===== config.mk =====
export PLATFORM = sky130hd
export DESIGN_NAME = mc_controller_flat
export DESIGN_NICKNAME = d
export VERILOG_FILES = /design/src/rtl/mc_pkg.sv /design/src/rtl/mc_if.sv /design/src/rtl/mc_decode.sv /design/src/rtl/mc_controller.sv /design/src/flat_wrapper.sv
export SDC_FILE = /design/constraint.sdc
export NUM_CORES = 1
export LEC_CHECK = 0
export CAP_MARGIN = 20
export CELL_PAD_IN_SITES_DETAIL_PLACEMENT = 0
export CELL_PAD_IN_SITES_GLOBAL_PLACEMENT = 1
export CORE_MARGIN = 2
export CORE_UTILIZATION = 28
export DETAILED_ROUTE_END_ITERATION = 7
export PLACE_DENSITY_LB_ADDON = 0.1
export SKIP_CTS_REPAIR_TIMING = 1
export SLEW_MARGIN = 5
export SYNTH_ARGS = -nofsm -noshare
export SYNTH_HDL_FRONTEND = slang
export SYNTH_HIERARCHICAL = 1
export SYNTH_SLANG_ARGS = --single-unit

===== constraint.sdc =====
create_clock -name clk -period 3.65 [get_ports clk]
set_input_delay 1.095 -clock clk [delete_from_list [all_inputs] [get_ports clk]]
set_output_delay 1.095 -clock clk [all_outputs]
set_load 0.01 [all_outputs]

===== src/rtl/mc_pkg.sv =====
// mc_pkg: state, opcode/funct and datapath select encodings for the multi-cycle MIPS controller
package mc_pkg;
  typedef enum logic [2:0] {S_FETCH = 3'd0, S_DECODE = 3'd1, S_EXE = 3'd2, S_MEM = 3'd3, S_WB = 3'd4} state_t;
  localparam logic [5:0] OP_RTYPE = 6'b000000, OP_ORI = 6'b001101, OP_LUI = 6'b001111, OP_ADDI = 6'b001000;
  localparam logic [5:0] OP_LW = 6'b100011, OP_SW = 6'b101011, OP_BEQ = 6'b000100, OP_J = 6'b000010, OP_JAL = 6'b000011;
  localparam logic [5:0] FN_ADDU = 6'b100001, FN_SUBU = 6'b100011, FN_SLT = 6'b101010, FN_JR = 6'b001000;
  localparam logic [1:0] RD_RT = 2'd0, RD_RD = 2'd1, RD_RA = 2'd2, RD_R30 = 2'd3;
  localparam logic [1:0] M2R_ALU = 2'd0, M2R_MEM = 2'd1, M2R_PC4 = 2'd2, M2R_ONE = 2'd3;
  localparam logic [1:0] NPC_SEQ = 2'd0, NPC_BEQ = 2'd1, NPC_JMP = 2'd2, NPC_JR = 2'd3;
  localparam logic [1:0] EXT_ZERO = 2'd0, EXT_SIGN = 2'd1, EXT_LUI = 2'd2;
  localparam logic [2:0] ALU_ADD = 3'd0, ALU_SUB = 3'd1, ALU_OR = 3'd2, ALU_SLT = 3'd3;
  localparam int C_ADDU = 0, C_SUBU = 1, C_SLT = 2, C_JR = 3, C_ORI = 4, C_LUI = 5;
  localparam int C_ADDI = 6, C_LW = 7, C_SW = 8, C_BEQ = 9, C_J = 10, C_JAL = 11, C_NUM = 12;
  typedef logic [C_NUM-1:0] cls_t;
endpackage


===== src/rtl/mc_if.sv =====
// mc_if: controller <-> datapath signals; master is the controller side
interface mc_if;
  logic [5:0] opcode, funct;
  logic zero, overflow, mem_rdy;
  logic PCWr, IRWr, ALUSrc, MemWr, MemRd, RegWr, illegal;
  logic [1:0] RegDst, MemToReg, nPC_sel, ExtOp;
  logic [2:0] ALUCtr, state;
  modport master (
    input opcode, funct, zero, overflow, mem_rdy,
    output PCWr, IRWr, RegDst, ALUSrc, MemToReg, MemWr, MemRd, RegWr, nPC_sel, ExtOp, ALUCtr, illegal, state
  );
  modport slave (
    output opcode, funct, zero, overflow, mem_rdy,
    input PCWr, IRWr, RegDst, ALUSrc, MemToReg, MemWr, MemRd, RegWr, nPC_sel, ExtOp, ALUCtr, illegal, state
  );
endinterface


===== src/rtl/mc_decode.sv =====
// mc_decode: opcode/funct to one-hot instruction class plus valid
module mc_decode
  import mc_pkg::*;
(
  input  logic [5:0] opcode,
  input  logic [5:0] funct,
  output cls_t       cls,
  output logic       valid
);
  logic r;
  assign r = opcode == OP_RTYPE;
  assign cls[C_ADDU] = r && funct == FN_ADDU;
  assign cls[C_SUBU] = r && funct == FN_SUBU;
  assign cls[C_SLT]  = r && funct == FN_SLT;
  assign cls[C_JR]   = r && funct == FN_JR;
  assign cls[C_ORI]  = opcode == OP_ORI;
  assign cls[C_LUI]  = opcode == OP_LUI;
  assign cls[C_ADDI] = opcode == OP_ADDI;
  assign cls[C_LW]   = opcode == OP_LW;
  assign cls[C_SW]   = opcode == OP_SW;
  assign cls[C_BEQ]  = opcode == OP_BEQ;
  assign cls[C_J]    = opcode == OP_J;
  assign cls[C_JAL]  = opcode == OP_JAL;
  assign valid = |cls;
endmodule


===== src/rtl/mc_controller.sv =====
// mc_controller: multi-cycle MIPS sequencer FETCH/DECODE/EXE/MEM/WB; MC_OVF_TRAP_EN enables the addi overflow trap
module mc_controller
  import mc_pkg::*;
#(
  parameter int FETCH_WAIT = 0
) (
  input logic  clk,
  input logic  rst,
  mc_if.master bus
);
  state_t state_q, state_d;
  logic [3:0] wait_q, wait_d;
  cls_t cls;
  logic valid, ovf_trap, is_r, is_mem, alusrc;
  logic [1:0] ext;
  logic [2:0] aluctr;
  mc_decode u_dec (.opcode(bus.opcode), .funct(bus.funct), .cls(cls), .valid(valid));
`ifdef MC_OVF_TRAP_EN
  assign ovf_trap = cls[C_ADDI] && bus.overflow;
`else
  logic unused_ovf;
  assign unused_ovf = bus.overflow;
  assign ovf_trap = 1'b0;
`endif
  assign is_r   = cls[C_ADDU] | cls[C_SUBU] | cls[C_SLT];
  assign is_mem = cls[C_LW] | cls[C_SW];
  assign ext    = cls[C_LUI] ? EXT_LUI : (cls[C_ADDI] | is_mem) ? EXT_SIGN : EXT_ZERO;
  assign alusrc = cls[C_ORI] | cls[C_LUI] | cls[C_ADDI] | is_mem;
  assign aluctr = (cls[C_SUBU] | cls[C_BEQ]) ? ALU_SUB : cls[C_SLT] ? ALU_SLT :
                  (cls[C_ORI] | cls[C_LUI]) ? ALU_OR : ALU_ADD;
  assign bus.state = state_q;
  // Outputs are gated by rst so enables fall the moment reset asserts, even mid-MEM
  always_comb begin
    state_d = state_q;
    wait_d = wait_q;
    bus.PCWr = 1'b0;
    bus.IRWr = 1'b0;
    bus.RegDst = RD_RT;
    bus.ALUSrc = 1'b0;
    bus.MemToReg = M2R_ALU;
    bus.MemWr = 1'b0;
    bus.MemRd = 1'b0;
    bus.RegWr = 1'b0;
    bus.nPC_sel = NPC_SEQ;
    bus.ExtOp = EXT_ZERO;
    bus.ALUCtr = ALU_ADD;
    bus.illegal = 1'b0;
    if (rst) begin
      if (state_q inside {S_EXE, S_MEM, S_WB}) begin
        bus.ExtOp = ext;
        bus.ALUSrc = alusrc;
        bus.ALUCtr = aluctr;
      end
      case (state_q)
        S_FETCH: begin
          bus.IRWr = wait_q == 4'(FETCH_WAIT);
          bus.PCWr = wait_q == 4'(FETCH_WAIT);
          wait_d = wait_q == 4'(FETCH_WAIT) ? 4'd0 : wait_q + 4'd1;
          state_d = wait_q == 4'(FETCH_WAIT) ? S_DECODE : S_FETCH;
        end
        S_DECODE: begin
          bus.illegal = !valid;
          state_d = valid ? S_EXE : S_FETCH;
        end
        S_EXE: begin
          bus.nPC_sel = cls[C_BEQ] ? NPC_BEQ : cls[C_JR] ? NPC_JR : (cls[C_J] | cls[C_JAL]) ? NPC_JMP : NPC_SEQ;
          bus.PCWr = cls[C_BEQ] ? bus.zero : cls[C_J] | cls[C_JAL] | cls[C_JR];
          bus.RegWr = cls[C_JAL];
          bus.RegDst = cls[C_JAL] ? RD_RA : RD_RT;
          bus.MemToReg = cls[C_JAL] ? M2R_PC4 : M2R_ALU;
          state_d = is_mem ? S_MEM : (is_r | cls[C_ORI] | cls[C_LUI] | cls[C_ADDI]) ? S_WB : S_FETCH;
        end
        S_MEM: begin
          bus.MemRd = cls[C_LW];
          bus.MemWr = cls[C_SW];
          state_d = !bus.mem_rdy ? S_MEM : cls[C_LW] ? S_WB : S_FETCH;
        end
        S_WB: begin
          bus.RegWr = 1'b1;
          bus.RegDst = ovf_trap ? RD_R30 : is_r ? RD_RD : RD_RT;
          bus.MemToReg = ovf_trap ? M2R_ONE : cls[C_LW] ? M2R_MEM : M2R_ALU;
          state_d = S_FETCH;
        end
        default: state_d = S_FETCH;
      endcase
    end
  end
  always_ff @(posedge clk or negedge rst) begin
    if (!rst) begin
      state_q <= S_FETCH;
      wait_q <= 4'd0;
    end else begin
      state_q <= state_d;
      wait_q <= wait_d;
    end
  end
endmodule

===== src/flat_wrapper.sv =====
// flat-port wrapper written by rule: the top's interface ports become plain ports
module mc_controller_flat import mc_pkg::*;
#(
  parameter int FETCH_WAIT = 0
)
  (clk, rst, bus_opcode, bus_funct, bus_zero, bus_overflow, bus_mem_rdy, bus_PCWr, bus_IRWr, bus_RegDst, bus_ALUSrc, bus_MemToReg, bus_MemWr, bus_MemRd, bus_RegWr, bus_nPC_sel, bus_ExtOp, bus_ALUCtr, bus_illegal, bus_state);
  mc_if bus_i ();
  input logic clk;
  input logic rst;
  input wire logic [$bits(bus_i.opcode)-1:0] bus_opcode;
  input wire logic [$bits(bus_i.funct)-1:0] bus_funct;
  input wire logic [$bits(bus_i.zero)-1:0] bus_zero;
  input wire logic [$bits(bus_i.overflow)-1:0] bus_overflow;
  input wire logic [$bits(bus_i.mem_rdy)-1:0] bus_mem_rdy;
  output wire logic [$bits(bus_i.PCWr)-1:0] bus_PCWr;
  output wire logic [$bits(bus_i.IRWr)-1:0] bus_IRWr;
  output wire logic [$bits(bus_i.RegDst)-1:0] bus_RegDst;
  output wire logic [$bits(bus_i.ALUSrc)-1:0] bus_ALUSrc;
  output wire logic [$bits(bus_i.MemToReg)-1:0] bus_MemToReg;
  output wire logic [$bits(bus_i.MemWr)-1:0] bus_MemWr;
  output wire logic [$bits(bus_i.MemRd)-1:0] bus_MemRd;
  output wire logic [$bits(bus_i.RegWr)-1:0] bus_RegWr;
  output wire logic [$bits(bus_i.nPC_sel)-1:0] bus_nPC_sel;
  output wire logic [$bits(bus_i.ExtOp)-1:0] bus_ExtOp;
  output wire logic [$bits(bus_i.ALUCtr)-1:0] bus_ALUCtr;
  output wire logic [$bits(bus_i.illegal)-1:0] bus_illegal;
  output wire logic [$bits(bus_i.state)-1:0] bus_state;
  assign bus_i.opcode = bus_opcode;
  assign bus_i.funct = bus_funct;
  assign bus_i.zero = bus_zero;
  assign bus_i.overflow = bus_overflow;
  assign bus_i.mem_rdy = bus_mem_rdy;
  assign bus_PCWr = bus_i.PCWr;
  assign bus_IRWr = bus_i.IRWr;
  assign bus_RegDst = bus_i.RegDst;
  assign bus_ALUSrc = bus_i.ALUSrc;
  assign bus_MemToReg = bus_i.MemToReg;
  assign bus_MemWr = bus_i.MemWr;
  assign bus_MemRd = bus_i.MemRd;
  assign bus_RegWr = bus_i.RegWr;
  assign bus_nPC_sel = bus_i.nPC_sel;
  assign bus_ExtOp = bus_i.ExtOp;
  assign bus_ALUCtr = bus_i.ALUCtr;
  assign bus_illegal = bus_i.illegal;
  assign bus_state = bus_i.state;
  mc_controller #(.FETCH_WAIT(FETCH_WAIT)) u_core (.clk(clk), .rst(rst), .bus(bus_i));
endmodule

# Word-level counts from Yosys, hierarchy flattened

Index checks and enable logic that the tools add are counted.

Bits in registers: 7
Bits of input ports: 17
Output and inout bits: 21
Word-level logic and storage cells: 87

$add $sub $neg: 1
Equality and inequality tests: 16
Multiplexer cells: 44
Bitwise operators: 13
Reductions and logical operators: 11

Operators with widths:

| kind                  | count |
|---|---|
| $eq A6 B6 Y1 const B  | 5 |
| $mux W2               | 13 |
| $eq A6 B4 Y1 const B  | 4 |
| $mux W3               | 8 |
| $mux W1               | 17 |
| $or A1 B1 Y1          | 13 |
| $eq A6 B2 Y1 const B  | 2 |
| $pmux W3 S4           | 1 |
| $reduce_or A12 Y1     | 1 |
| $pmux W2 S2           | 2 |
| $eq A3 B2 Y1 const B  | 2 |
| $eq A6 B3 Y1 const B  | 1 |
| $logic_not A6 Y1      | 1 |
| $add A4 B1 Y4 const B | 1 |
| $logic_and A1 B1 Y1   | 4 |
| $logic_not A4 Y1      | 1 |
| $mux W4               | 1 |
| $pmux W1 S2           | 2 |
| $eq A3 B1 Y1 const B  | 1 |
| $eq A3 B3 Y1 const B  | 1 |
| $logic_not A3 Y1      | 1 |
| $reduce_bool A3 Y1    | 1 |
| $reduce_and A2 Y1     | 1 |
| $logic_not A1 Y1      | 1 |

# Logic depth before layout (Yosys ltp)

Depth in word-level cells: 10
Mapped depth: 7
Mapped depth without buffers: 6

# By module

The synthesis kept the hierarchy.

By module, submodules not included:

| module        | instances | cells each | area an instance (um^2) | seq. area each (um^2) |
|---|---|---|---|---|
| mc_controller | 1         | 77         | 594.3                   | 175.2 |
| mc_decode     | 1         | 41         | 269.0                   | 0.0 |

# Least setup slack after synthesis

No wires, ideal clock.

Path kind: input to output
Start point: input port bus_opcode[1]
End point: output port bus_PCWr
Data arrival time: 2.424 ns
Setup slack: 0.131 ns
Stages: 6
Path buffers: 1
Cell sequence: buf_4 -> nor4_4 -> nand3_2 -> nor4b_2 -> nor4_1 -> o31ai_1

Longest elaborated chain between the ends: 6

RTL lines:

| item                    | line                | RTL |
|---|---|---|
| start: declaration      | flat_wrapper.sv:10  | `input wire logic [$bits(bus_i.opcode)-1:0] bus_opcode;` |
| $logic_not A6 Y1        | mc_decode.sv:11     | `assign r = opcode == OP_RTYPE;` |
| $logic_and A1 B1 Y1     | mc_decode.sv:15     | `assign cls[C_JR] = r && funct == FN_JR;` |
| named net u_core.cls[3] | mc_controller.sv:13 | `cls_t cls;` |
| $or A1 B1 Y1            | mc_controller.sv:67 | `bus.PCWr = cls[C_BEQ] ? bus.zero : cls[C_J] \| cls[C_JAL] \| cls[C_JR];` |
| $mux W1                 | mc_controller.sv:67 |  |
| $pmux W1 S2             | mc_controller.sv:54 | `case (state_q)` |
| $mux W1                 | mc_controller.sv:48 | `if (rst) begin` |
| end: declaration        | flat_wrapper.sv:15  | `output wire logic [$bits(bus_i.PCWr)-1:0] bus_PCWr;` |

The timed path passes the listed nets, and every way through them passes these cells.

# Worst setup path in the final report

Start point: input port bus_funct[3]
End point: output port bus_illegal

Longest elaborated chain between the ends: 6

RTL lines:

| item                                          | line                | RTL |
|---|---|---|
| start: declaration                            | flat_wrapper.sv:11  | `input wire logic [$bits(bus_i.funct)-1:0] bus_funct;` |
| $eq A6 B6 Y1, or another cell as far along    | mc_decode.sv:12     | `assign cls[C_ADDU] = r && funct == FN_ADDU;` |
| $logic_and A1 B1 Y1, on equally long branches | n/a                 |  |
| $reduce_or A12 Y1 (*)                         | mc_decode.sv:24     | `assign valid = \|cls;` |
| named net u_core.valid                        | mc_controller.sv:14 | `logic valid, ovf_trap, is_r, is_mem, alusrc;` |
| $logic_not A1 Y1 (*)                          | mc_controller.sv:62 | `bus.illegal = !valid;` |
| $mux W1 (*)                                   | mc_controller.sv:54 |  |
| $mux W1 (*)                                   | mc_controller.sv:48 |  |
| end: declaration                              | flat_wrapper.sv:26  | `output wire logic [$bits(bus_i.illegal)-1:0] bus_illegal;` |

The timed path passes the listed nets; every way through them passes the cells marked *.

==> results.json <==
{
  "outcome": "complete, but fails checks",
  "violations": "negative setup slack",
  "cts_buffers": 3,
  "vdd_drop_max_v": 0.000140,
  "wl_per_cell_um": 12.5,
  "drv_cap": 0,
  "htreeDepth": 1,
  "cts_sinks": 7,
  "dpl.hpwl_mm": 2.15,
  "cp_max_fo": 2,
  "grt_max_degree": 11,
  "slowest_delay_ns": 0.46,
  "synth_fp_nets": 137,
  "die_w_um": 59.5,
  "finalSetupViolCount": 2,
  "route.detailed.drc": 0,
  "seqPwrFrac": 0.346,
  "fin_crit_sh": 1.00,
  "track_usage": 0.164,
  "relSlewSlack": 0.533,
  "io_buffer_count": 35,
  "clock_path_buffers": 2,
  "drtIter0Drc": 42,
  "synth_ff_type": "dfrtp_1",
  "tightest_slew_ns": 0.693,
  "fin_nets": 204,
  "combPwrFrac": 0.484,
  "final_cell_mix": "buf_4, dlymetal6s2s_1, inv_1, nor2_1",
  "cts_root_buf": "clkbuf_4",
  "route.antenna.remaining_nets": 0,
  "synthesis.area_sq_um": 863,
  "worstPathArrival_ns": 2.56,
  "fin_ws_ns": -0.00804,
  "synth.area.mux_share": 0.0130,
  "synth-seq-cells": 7,
  "cp.required_ns": 2.55,
  "vias": 1110,
  "p_per_area_nw_per_um2": 272,
  "cts_tree": "built",
  "synth_compound_area_frac": 0.126,
  "avgSynthCellArea_sq_um": 7.32,
  "p_leak_nw": 0.919,
  "grt_pass1_vias": 1055,
  "hold_violations": 0,
  "routed_wl_mm": 2.72,
  "clockPowerShare": 0.170,
  "clk_pin_slew_ns": 0.05,
  "rows": 20,
  "drive_gt1_frac": 0.342,
  "rsz0062_at_grt": "true",
  "vias_per_cell": 5.12,
  "area_growth_pct": 84.8,
  "synthArstFlopShare": 1.00,
  "synth_edf_count": 0,
  "critPathKind": "in -> out",
  "drv_slew": 0,
  "p_switching_mw": 0.175,
  "layout_commonest_cell": "buf_4",
  "synth_cell_types": 41,
  "hold_class": "reg -> reg",
  "ys_seq_area_frac": 0.203,
  "internal_power_mw": 0.260,
  "n_antenna_cell": 0,
  "yosysWarnings": 6,
  "final.setup_skew_ns": 0.00727,
  "swShare": 0.402,
  "fp.dieH_um": 59.5,
  "gp_congestion": 0.801,
  "utilization": 0.531,
  "synth_top_family_by_area": "simple AND/OR/NAND/NOR gates",
  "dieArea_sq_um": 3540,
  "drtPass1Iterations": 4,
  "synth_cells": 118,
  "synthAdderAreaFrac": 0.0290,
  "critPathCaptureType": "primary output",
  "grt_first_pass_wirelength_mm": 4.35,
  "synth-xor-area-share": 0.0304,
  "worstPathCellList": "clkdlybuf4s50_1 > nand3b_1 > a21boi_0 > o211ai_1 > buf_4 > nor3_1 > dlymetal6s2s_1",
  "io_pins": 38,
  "grt_overflow": 0,
  "startpoint_type": "primary input",
  "antenna_found_initial": 0,
  "min_period_ns": 3.66,
  "synth-simple-area-share": 0.493,
  "clock.fmax_mhz": 273,
  "cp_slowest_cell": "clkdlybuf4s50_1",
  "initial_utilization": 0.288,
  "insertion_delay_ns": 0.26,
  "power_mw": 0.434,
  "coreArea_sq_um": 3000
}
==> per-layer routing <==
layer / track usage / up-vias / wire length, um
li1: - / 556 / -
met1: 0.191 / 528 / 1150
met2: 0.290 / 22 / 1440
met3: 0.0218 / 4 / 78
met4: 0.0857 / 0 / 49
met5: 0 / - / 0
==> critical path: cells and delay by family <==
| family | cells | cell delay, ns |
|---|---|---|
| buf+inv | 3 | 0.80 |
| compound gates | 2 | 0.37 |
| simple gates | 2 | 0.29 |
==> stage by stage <==
step	worst slack [ns]	hold slack [ns]	cell area [sq um]	TNS [ns]	cells
2_1_floorplan	0.131	0.468	863	0	118
3_3_place_gp	-0.770	0.486	1460	-9.13	212
3_5_place_dp	-0.783	0.530	1460	-9.29	212
4_1_cts	-0.817	0.536	1480	-9.53	216
5_1_grt	-0.138	0.564	1600	-0.277	217
6_report	-0.00804	0.534	1600	-0.0114	217
==> cell families after synthesis <==
group           count (synthesis)
xor+xnor                        3
compound gates                 16
other cells                     1
simple gates                   70
flops                           7
buf+inv                        18
fa+ha+maj                       2
mux                             1
==> final timing paths <==
check / start / to / slack [ns] / depth (start not counted)
min reg2reg: u_core/wait_q[3] / u_core/wait_q[3] / 0.53 / 1
max in group asynchronous: rst / u_core/wait_q[3] / 2.52 / 3
min: u_core/wait_q[3] / u_core/wait_q[3] / 0.53 / 1
max reg2reg: u_core/bus.state[2] / u_core/wait_q[0] / 2.15 / 4
max: bus_funct[3] / bus_illegal / -0.008 / 7
min in group asynchronous: rst / u_core/bus.state[0] / 0.99 / 3
==> synthesized netlist by cell type (2+ instances only) <==
cell | n | area, sq um
nor2b_1 | 3 | 18.8
o21ai_0 | 5 | 25.0
ha_1 | 2 | 25.0
nor2_1 | 15 | 56.3
buf_4 | 3 | 22.5
dfrtp_1 | 7 | 175
nand4_1 | 3 | 18.8
a21oi_1 | 2 | 10.0
inv_1 | 11 | 41.3
nand3_1 | 2 | 10.0
nor3b_1 | 4 | 30.0
nor4_1 | 4 | 25.0
xnor2_1 | 2 | 17.5
clkbuf_1 | 2 | 7.51
nand2_1 | 10 | 37.5
nor3_1 | 14 | 70.1
o221ai_1 | 2 | 17.5
nand4b_1 | 3 | 26.3
and2b_1 | 2 | 15.0
==> final cells by class <==
class | instances | area, sq um
fillers | 284 | 1410
clock buffers | 4 | 26.3
multi-input cells | 93 | 684
well taps | 33 | 41.3
inverters | 11 | 41.3
flip-flops and latches | 7 | 175
repair buffers | 69 | 627
==> power groups by stage <==
stage / clock [mW] / sequential, mW / combinational [mW]
floorplan: 0 / 0.133 / 0.130
global placement: 0 / 0.149 / 0.206
detailed placement: 0 / 0.150 / 0.212
CTS: 0.0768 / 0.149 / 0.213
global route: 0.0817 / 0.157 / 0.237
finish: 0.0739 / 0.150 / 0.210
==> sequential cells by signal (all words and copies together), names as in the netlist <==
signal            count
u_core/wait_q         4
u_core/bus.state      3
(Power assumes the default switching activity.)
